**src/rtl/contador_salida.sv**
```systemverilog
// contador_salida: output-side consumer behind the D0/D1 destination FIFOs.
// Pops both FIFOs, counts words per class and reports counts while idle.
module contador_salida #(
    parameter int BW = 6,
    parameter int CW = 5
) (
    input  logic          clk,
    input  logic          reset_L,
    input  logic          init,
    input  logic          idle,
    input  logic          D0_empty,
    input  logic          D0_error_output,
    input  logic [BW-1:0] D0_data_out,
    input  logic          D1_empty,
    input  logic          D1_error_output,
    input  logic [BW-1:0] D1_data_out,
    input  logic          req,
    input  logic [1:0]    idx,
    output logic          D0_rd,
    output logic          D1_rd,
    output logic          valid,
    output logic [CW-1:0] contador,
    output logic [3:0]    overflow
);

    typedef enum logic [1:0] {
        COUNT     = 2'd0,
        WAIT_IDLE = 2'd1,
        REPORT    = 2'd2
    } state_t;

    localparam logic [CW:0] SAT = {1'b0, {CW{1'b1}}};

    state_t state_q;
    state_t state_d;
    logic [1:0] idx_q;
    logic [1:0] idx_d;
    logic valid_q;
    logic valid_d;
    logic [CW-1:0] contador_q;
    logic [CW-1:0] contador_d;

    logic rd0_q;
    logic rd0_d;
    logic rd1_q;
    logic rd1_d;

    logic [3:0][CW-1:0] cnt_q;
    logic [3:0][CW-1:0] cnt_d;
    logic [3:0] ovf_q;
    logic [3:0] ovf_d;

    logic [3:0][1:0] inc;
    logic [3:0][CW:0] sum;

    logic [1:0] cls0;
    logic [1:0] cls1;
    logic drained;
    logic data_unused;

    // Only the class field of each word matters here.
    assign cls0 = D0_data_out[BW-1:BW-2];
    assign cls1 = D1_data_out[BW-1:BW-2];
    assign data_unused = ^{D0_data_out[BW-3:0], D1_data_out[BW-3:0]};

    // Pops run only while counting; a FIFO in error is left alone.
    assign D0_rd = reset_L & ~D0_empty & ~D0_error_output
                 & (state_q == COUNT);
    assign D1_rd = reset_L & ~D1_empty & ~D1_error_output
                 & (state_q == COUNT);

    assign rd0_d = D0_rd;
    assign rd1_d = D1_rd;

    // No read data can still be in flight when both capture flags are low.
    assign drained = idle & ~rd0_q & ~rd1_q;

    assign valid    = valid_q;
    assign contador = contador_q;
    assign overflow = ovf_q;

    // Per-class increment of 0..2 with saturation and sticky overflow.
    always_comb begin
        inc   = '0;
        sum   = '0;
        cnt_d = cnt_q;
        ovf_d = ovf_q;
        for (int c = 0; c < 4; c++) begin
            inc[c] = {1'b0, rd0_q && (cls0 == 2'(c))}
                   + {1'b0, rd1_q && (cls1 == 2'(c))};
            sum[c] = {1'b0, cnt_q[c]} + {{(CW-1){1'b0}}, inc[c]};
            if (sum[c] > SAT) begin
                cnt_d[c] = SAT[CW-1:0];
                ovf_d[c] = 1'b1;
            end else begin
                cnt_d[c] = sum[c][CW-1:0];
            end
        end
        if (init) begin
            cnt_d = '0;
            ovf_d = '0;
        end
    end

    // Report sequencing: stop pops, wait for a drained pipe, then report.
    always_comb begin
        state_d    = state_q;
        idx_d      = idx_q;
        valid_d    = 1'b0;
        contador_d = contador_q;
        unique case (state_q)
            COUNT: begin
                if (req) begin
                    state_d = WAIT_IDLE;
                    idx_d   = idx;
                end
            end
            WAIT_IDLE: begin
                if (drained) begin
                    state_d    = REPORT;
                    valid_d    = 1'b1;
                    contador_d = cnt_d[idx_q];
                end
            end
            REPORT: begin
                if (req) begin
                    state_d = WAIT_IDLE;
                    idx_d   = idx;
                end else begin
                    state_d = COUNT;
                end
            end
            default: begin
                state_d = COUNT;
            end
        endcase
    end

    // FSM state and its registered report outputs.
    always_ff @(posedge clk or negedge reset_L) begin
        if (!reset_L) begin
            state_q    <= COUNT;
            idx_q      <= '0;
            valid_q    <= 1'b0;
            contador_q <= '0;
        end else begin
            state_q    <= state_d;
            idx_q      <= idx_d;
            valid_q    <= valid_d;
            contador_q <= contador_d;
        end
    end

    // Capture flags, class counters and overflow flags.
    always_ff @(posedge clk or negedge reset_L) begin
        if (!reset_L) begin
            rd0_q <= 1'b0;
            rd1_q <= 1'b0;
            cnt_q <= '0;
            ovf_q <= '0;
        end else begin
            rd0_q <= rd0_d;
            rd1_q <= rd1_d;
            cnt_q <= cnt_d;
            ovf_q <= ovf_d;
        end
    end

endmodule

```
**config.mk**
```make
export PLATFORM = sky130hd
export DESIGN_NAME = contador_salida
export DESIGN_NICKNAME = d
export VERILOG_FILES = /design/src/rtl/contador_salida.sv
export SDC_FILE = /design/constraint.sdc
export NUM_CORES = 1
export LEC_CHECK = 0
export CAP_MARGIN = 10
export CORE_MARGIN = 5
export CORE_UTILIZATION = 39
export CTS_CLUSTER_SIZE = 16
export DETAILED_ROUTE_END_ITERATION = 7
export DONT_BUFFER_PORTS = 1
export GPL_ROUTABILITY_DRIVEN = 0
export PLACE_DENSITY = 0.51
export RECOVER_POWER = 100
export SLEW_MARGIN = 25
export SYNTH_ARGS = -nofsm -noshare
export SYNTH_HDL_FRONTEND = slang
export SYNTH_SLANG_ARGS = --single-unit
```
**constraint.sdc**
```tcl
create_clock -name clk -period 6.09 [get_ports clk]
set_input_delay 1.218 -clock clk [delete_from_list [all_inputs] [get_ports clk]]
set_output_delay 1.218 -clock clk [all_outputs]
set_load 0.005 [all_outputs]
```
# Word level (Yosys, flattened, before mapping)
# Index checks and enable logic that the tools add are counted.
# classes
n_addsub	8
magnitude_cmp	5
n_eq_ne	10
n_mux	18
bitwise	14
n_reduce_logical	19
# ops
cell	n
two-way mux 5 bit	5
adder 5 x 2 -> 6 bit	4
greater-than comparator 6 x 5 -> 1 bit, second input constant	4
two-way mux 20 bit	1
binary-select mux 5 bit (select 2 bit)	1
equality test 2 bit, second input constant	5
adder 1 x 1 -> 2 bit	4
bitwise AND 1 bit	8
logical AND 1 bit	8
nonzero test 2 bit	4
two-way mux 1 bit	7
equality test 2 x 1 -> 1 bit, second input constant	3
zero test 2 bit	3
inverter 1 bit	6
one-hot mux 2 bit (3 select lines)	1
AND reduction 2 bit	3
two-way mux 2 bit	2
two-way mux 4 bit	1
inequality test 2 bit, second input constant	2
< comparator 2 x 3 -> 1 bit, second input constant	1
OR reduction 2 bit	1
# word_totals
regBits	36
in_bits	23
out_inout_bits	12
word_cells	88

# Depth between registers and ports, before layout
# logic_depth
depth_word	9
mapped_depth	9
depth_no_buf	9

# Least setup slack after synthesis
# Ideal clock, no wire load.
# synth_timing
path_type	input-to-reg
start	input D0_data_out[4]
end	register contador_q[4] (netlist: contador[4])
setup_ns	0.131
arrival_ns	3.053
t_required_ns	5.959
path_slack_ns	2.905
stages	9
path_buffers	0
path_cell_list	or3b_2 fa_1 inv_1 ha_1 nand3_1 a211o_1 a22o_1 nand3_1 o211ai_1
# synth_between
elab_chain_cells	9
word_cells_on_any_way	27
cone_classes	8 x add/sub; 4 x order compare; 3 x eq/ne; 7 x mux; 5 x reduce/logical
# synth_lines
element	line	source
from (decl)	13	input logic [BW-1:0] D0_data_out,
equality test 2 x 1 -> 1 bit (tied with other cells)	89	inc[c] = {1'b0, rd0_q && (cls0 == 2'(c))}
logical AND 1 bit	89	
adder 1 x 1 -> 2 bit	90	+ {1'b0, rd1_q && (cls1 == 2'(c))};
adder 5 x 2 -> 6 bit	91	sum[c] = {1'b0, cnt_q[c]} + {{(CW-1){1'b0}}, inc[c]};
greater-than comparator 6 x 5 -> 1 bit	92	if (sum[c] > SAT) begin
two-way mux 5 bit	92	
two-way mux 20 bit *	99	if (init) begin
binary-select mux 5 bit (select 2 bit) *	122	contador_d = cnt_d[idx_q];
two-way mux 5 bit (implied by the code) *	122	
to (signal assigned)	150	contador_q <= contador_d;
to (decl)	40	logic [CW-1:0] contador_q;
# Mark *: on every way between the ends. The rest lies on a longest branch, timed or not. The select of a mux whose other input is x is not followed.
# A chain may end at the register's enable or synchronous reset.

# Worst setup path in the final report
# Ends and elaborated chain as after synthesis.

==> out/qor.yml <==
clock_tree:
  post-cts-setup-buffer-count: 0
  clock-sinks: 36
  clock_path_buffers: 2
  post_cts_resized: 0
  cts-buffers-inserted: 5
  htreeDepth: 2
  clkTransAtPathRegs_ns: 0.07
  cts_tree: "yes"
  cts.root.buffer_cell: "clkbuf_8"
  cts-hold-fix-buffers: 0
  insertion_delay_ns: 0.28
floorplan:
  die_area_sq_um: 6600
  rows: 26
  io_pins: 35
  coreArea_sq_um: 5010
  fp.dieH_um: 81.2
  die_w_um: 81.2
  start_util: 0.395
cells_and_area:
  fin_util: 0.423
  layout.nets: 233
  antenna_cells: 0
  syn_to_final_growth_pct: 7.02
  drive_gt1_frac: 0.0837
yosys:
  syn_area_sq_um: 1980
  yosysTopAreaCell: "dfrtp_1"
  synth_edf_count: 0
  synthDistinctLibCells: 52
  synth_ff_type: "dfrtp_1"
  async_reset_ff_frac: 1.00
  synth_warnings: 0
  ys_seq_area_frac: 0.455
  synth.most_common_cell: "dfrtp_1"
  syn_inst: 201
  syn_nets: 232
  ys_top_cells_by_area: "dfrtp_1 (46%), nor2_1 (5.3%), fa_1 (4.0%), inv_1 (2.8%), nand3b_1 (2.7%)"
  synth_common_cells: "dfrtp_1 (36), nor2_1 (28), inv_1 (15)"
  synth_top_area_frac: 0.455
  ys_seq_elements: 36
  avgSynthCellArea_sq_um: 9.85
drt:
  routed.top_layer: "met4"
  drt-met1-wl_um: 2000
  dr_wl_met2_um: 2170
  vias_per_cell: 5.40
  drt-initial-drc-count: 89
  wire_per_inst_um: 16.3
  wirelength_um: 4450
  post-route-drc-count: 0
  vias: 1475
  dr.pass1.iters: 4
  drtAntennaViolNets: 0
  met3_length_um: 233
global_route:
  grt_max_degree: 38
  antenna_found_initial: 0
  gr-total-overflow: 0
  grtUsageTotal: 0.144
  grt_pass1_vias: 1462
  grt_pass1_wl_um: 7080
timing:
  fin_crit_ns: 3.15
  report.final.slew_viol_count: 0
  fmax_ghz: 0.317
  tns_ns: 0
  rsz0062_at_grt: "false"
  final-hold-violation-count: 0
  fin_worst_skew_ns: 0.00319
  slew_headroom: 0.592
  fin_crit_sh: 0.518
  worstMarginPinSlew_ns: 0.612
  setup_violations: 0
critical_path:
  path_cells: "or3b_2 -> fa_1 -> inv_1 -> ha_1 -> nand3_1 -> a211o_1 -> a22o_1 -> nand3_1 -> o211ai_1"
  crit_path_max_incr_delay_ns: 0.48
  cp-end-kind: "register"
  cp_max_fo: 4
  cpMostUsedCell: "nand3_1"
  crit_required_ns: 6.25
  slowest_stage: "or3b_2"
  arrival_ns: 3.31
  path_class: "input port to register"
  start_kind: "input port"
job:
  maxCapViolCount: 0
power_and_ir_drop:
  p_per_area_nw_per_um2: 256
  power.leakage_nw: 0.929
  vdd_ir_drop_max_v: 0.000161
outcome:
  status: "completed"
placement:
  dp_hpwl_um: 3250
  port_buffers: 0
worst_hold_path:
  hp-class: "register to register"
==> sequential cells by signal, indices dropped and copies added (netlist names) <==
name,count
idx_q,2
state_q,2
rd1_q,1
contador,5
valid,1
cnt_q,20
rd0_q,1
overflow,4
==> cell usage in the layout, fill, tap and decap left out, types with 3 or more instances in the layout <==
master / instances
o21ai_0: 5
a21oi_1: 8
nand3b_1: 7
nor3_1: 7
a31oi_1: 8
clkbuf_8: 5
nand2b_1: 6
a211o_1: 3
nor2b_1: 7
nand3_1: 8
a211oi_1: 3
nand2_1: 10
mux2_2: 3
inv_1: 15
fa_1: 4
nor2_1: 28
ha_1: 4
dfrtp_1: 36
==> path summary, 6_finish.rpt <==
path                           startpoint          end  slack (ns)  depth (start not counted)
hold reg to reg               overflow[0]  overflow[0]        0.53                          2
max in group asynchronous         reset_L    cnt_q[17]        5.39                          0
min in group asynchronous         reset_L     cnt_q[8]        0.62                          0
setup / recovery           D0_data_out[4]  contador[4]        2.94                          9
setup reg to reg                    rd0_q  contador[4]        3.47                          9
hold / removal                overflow[0]  overflow[0]        0.53                          2
==> where the power goes <==
group	internal [mW]	switching, mW
logic	0.0248	0.0249
clock network	0.122	0.0879
registers	0.256	0.0276
==> per-stage QoR <==
stage | std cells | power (mW) | instance area [sq um] | worst slack, ns | hold WS [ns]
floorplan | 201 | 0.333 | 1980 | 2.91 | 0.474
global placement | 265 | 0.342 | 2030 | 2.70 | 0.530
detailed placement | 265 | 0.343 | 2030 | 2.66 | 0.533
CTS | 273 | 0.554 | 2130 | 2.94 | 0.545
global route | 273 | 0.570 | 2120 | 2.82 | 0.558
finish | 273 | 0.543 | 2120 | 2.94 | 0.533
==> routing by layer <==
metal | vias up | track usage
met5 | - | 0
met4 | 0 | 0.0389
met3 | 5 | 0.0488
met2 | 24 | 0.232
met1 | 728 | 0.184
li1 | 718 | -
==> worst max-delay path, delay by kind of cell <==
| family | cells | cell delay (ns) |
|---|---|---|
| adder cells (fa/ha/maj) | 2 | 0.70 |
| AND/OR/NAND/NOR | 3 | 0.67 |
| AO/OA/AOI/OAI | 3 | 0.60 |
| buffers and inverters | 1 | 0.13 |
==> layout make-up <==
type                       count  area (sq um)
fill                         511          2890
multi-input combinational    144           966
sequential                    36           901
tap                           70          87.6
clock buffer                   6          72.6
inverter                      15          56.3
clock inverter                 2          35.0
==> cell families after synthesis <==
group	Yosys count	share of synthesized area
fa+ha+maj	8	0.0657
flops	36	0.455
compound gates	40	0.145
mux	5	0.0272
buf+inv	21	0.0493
simple gates	91	0.258
Note: power is estimated with default switching activity, not from simulation.
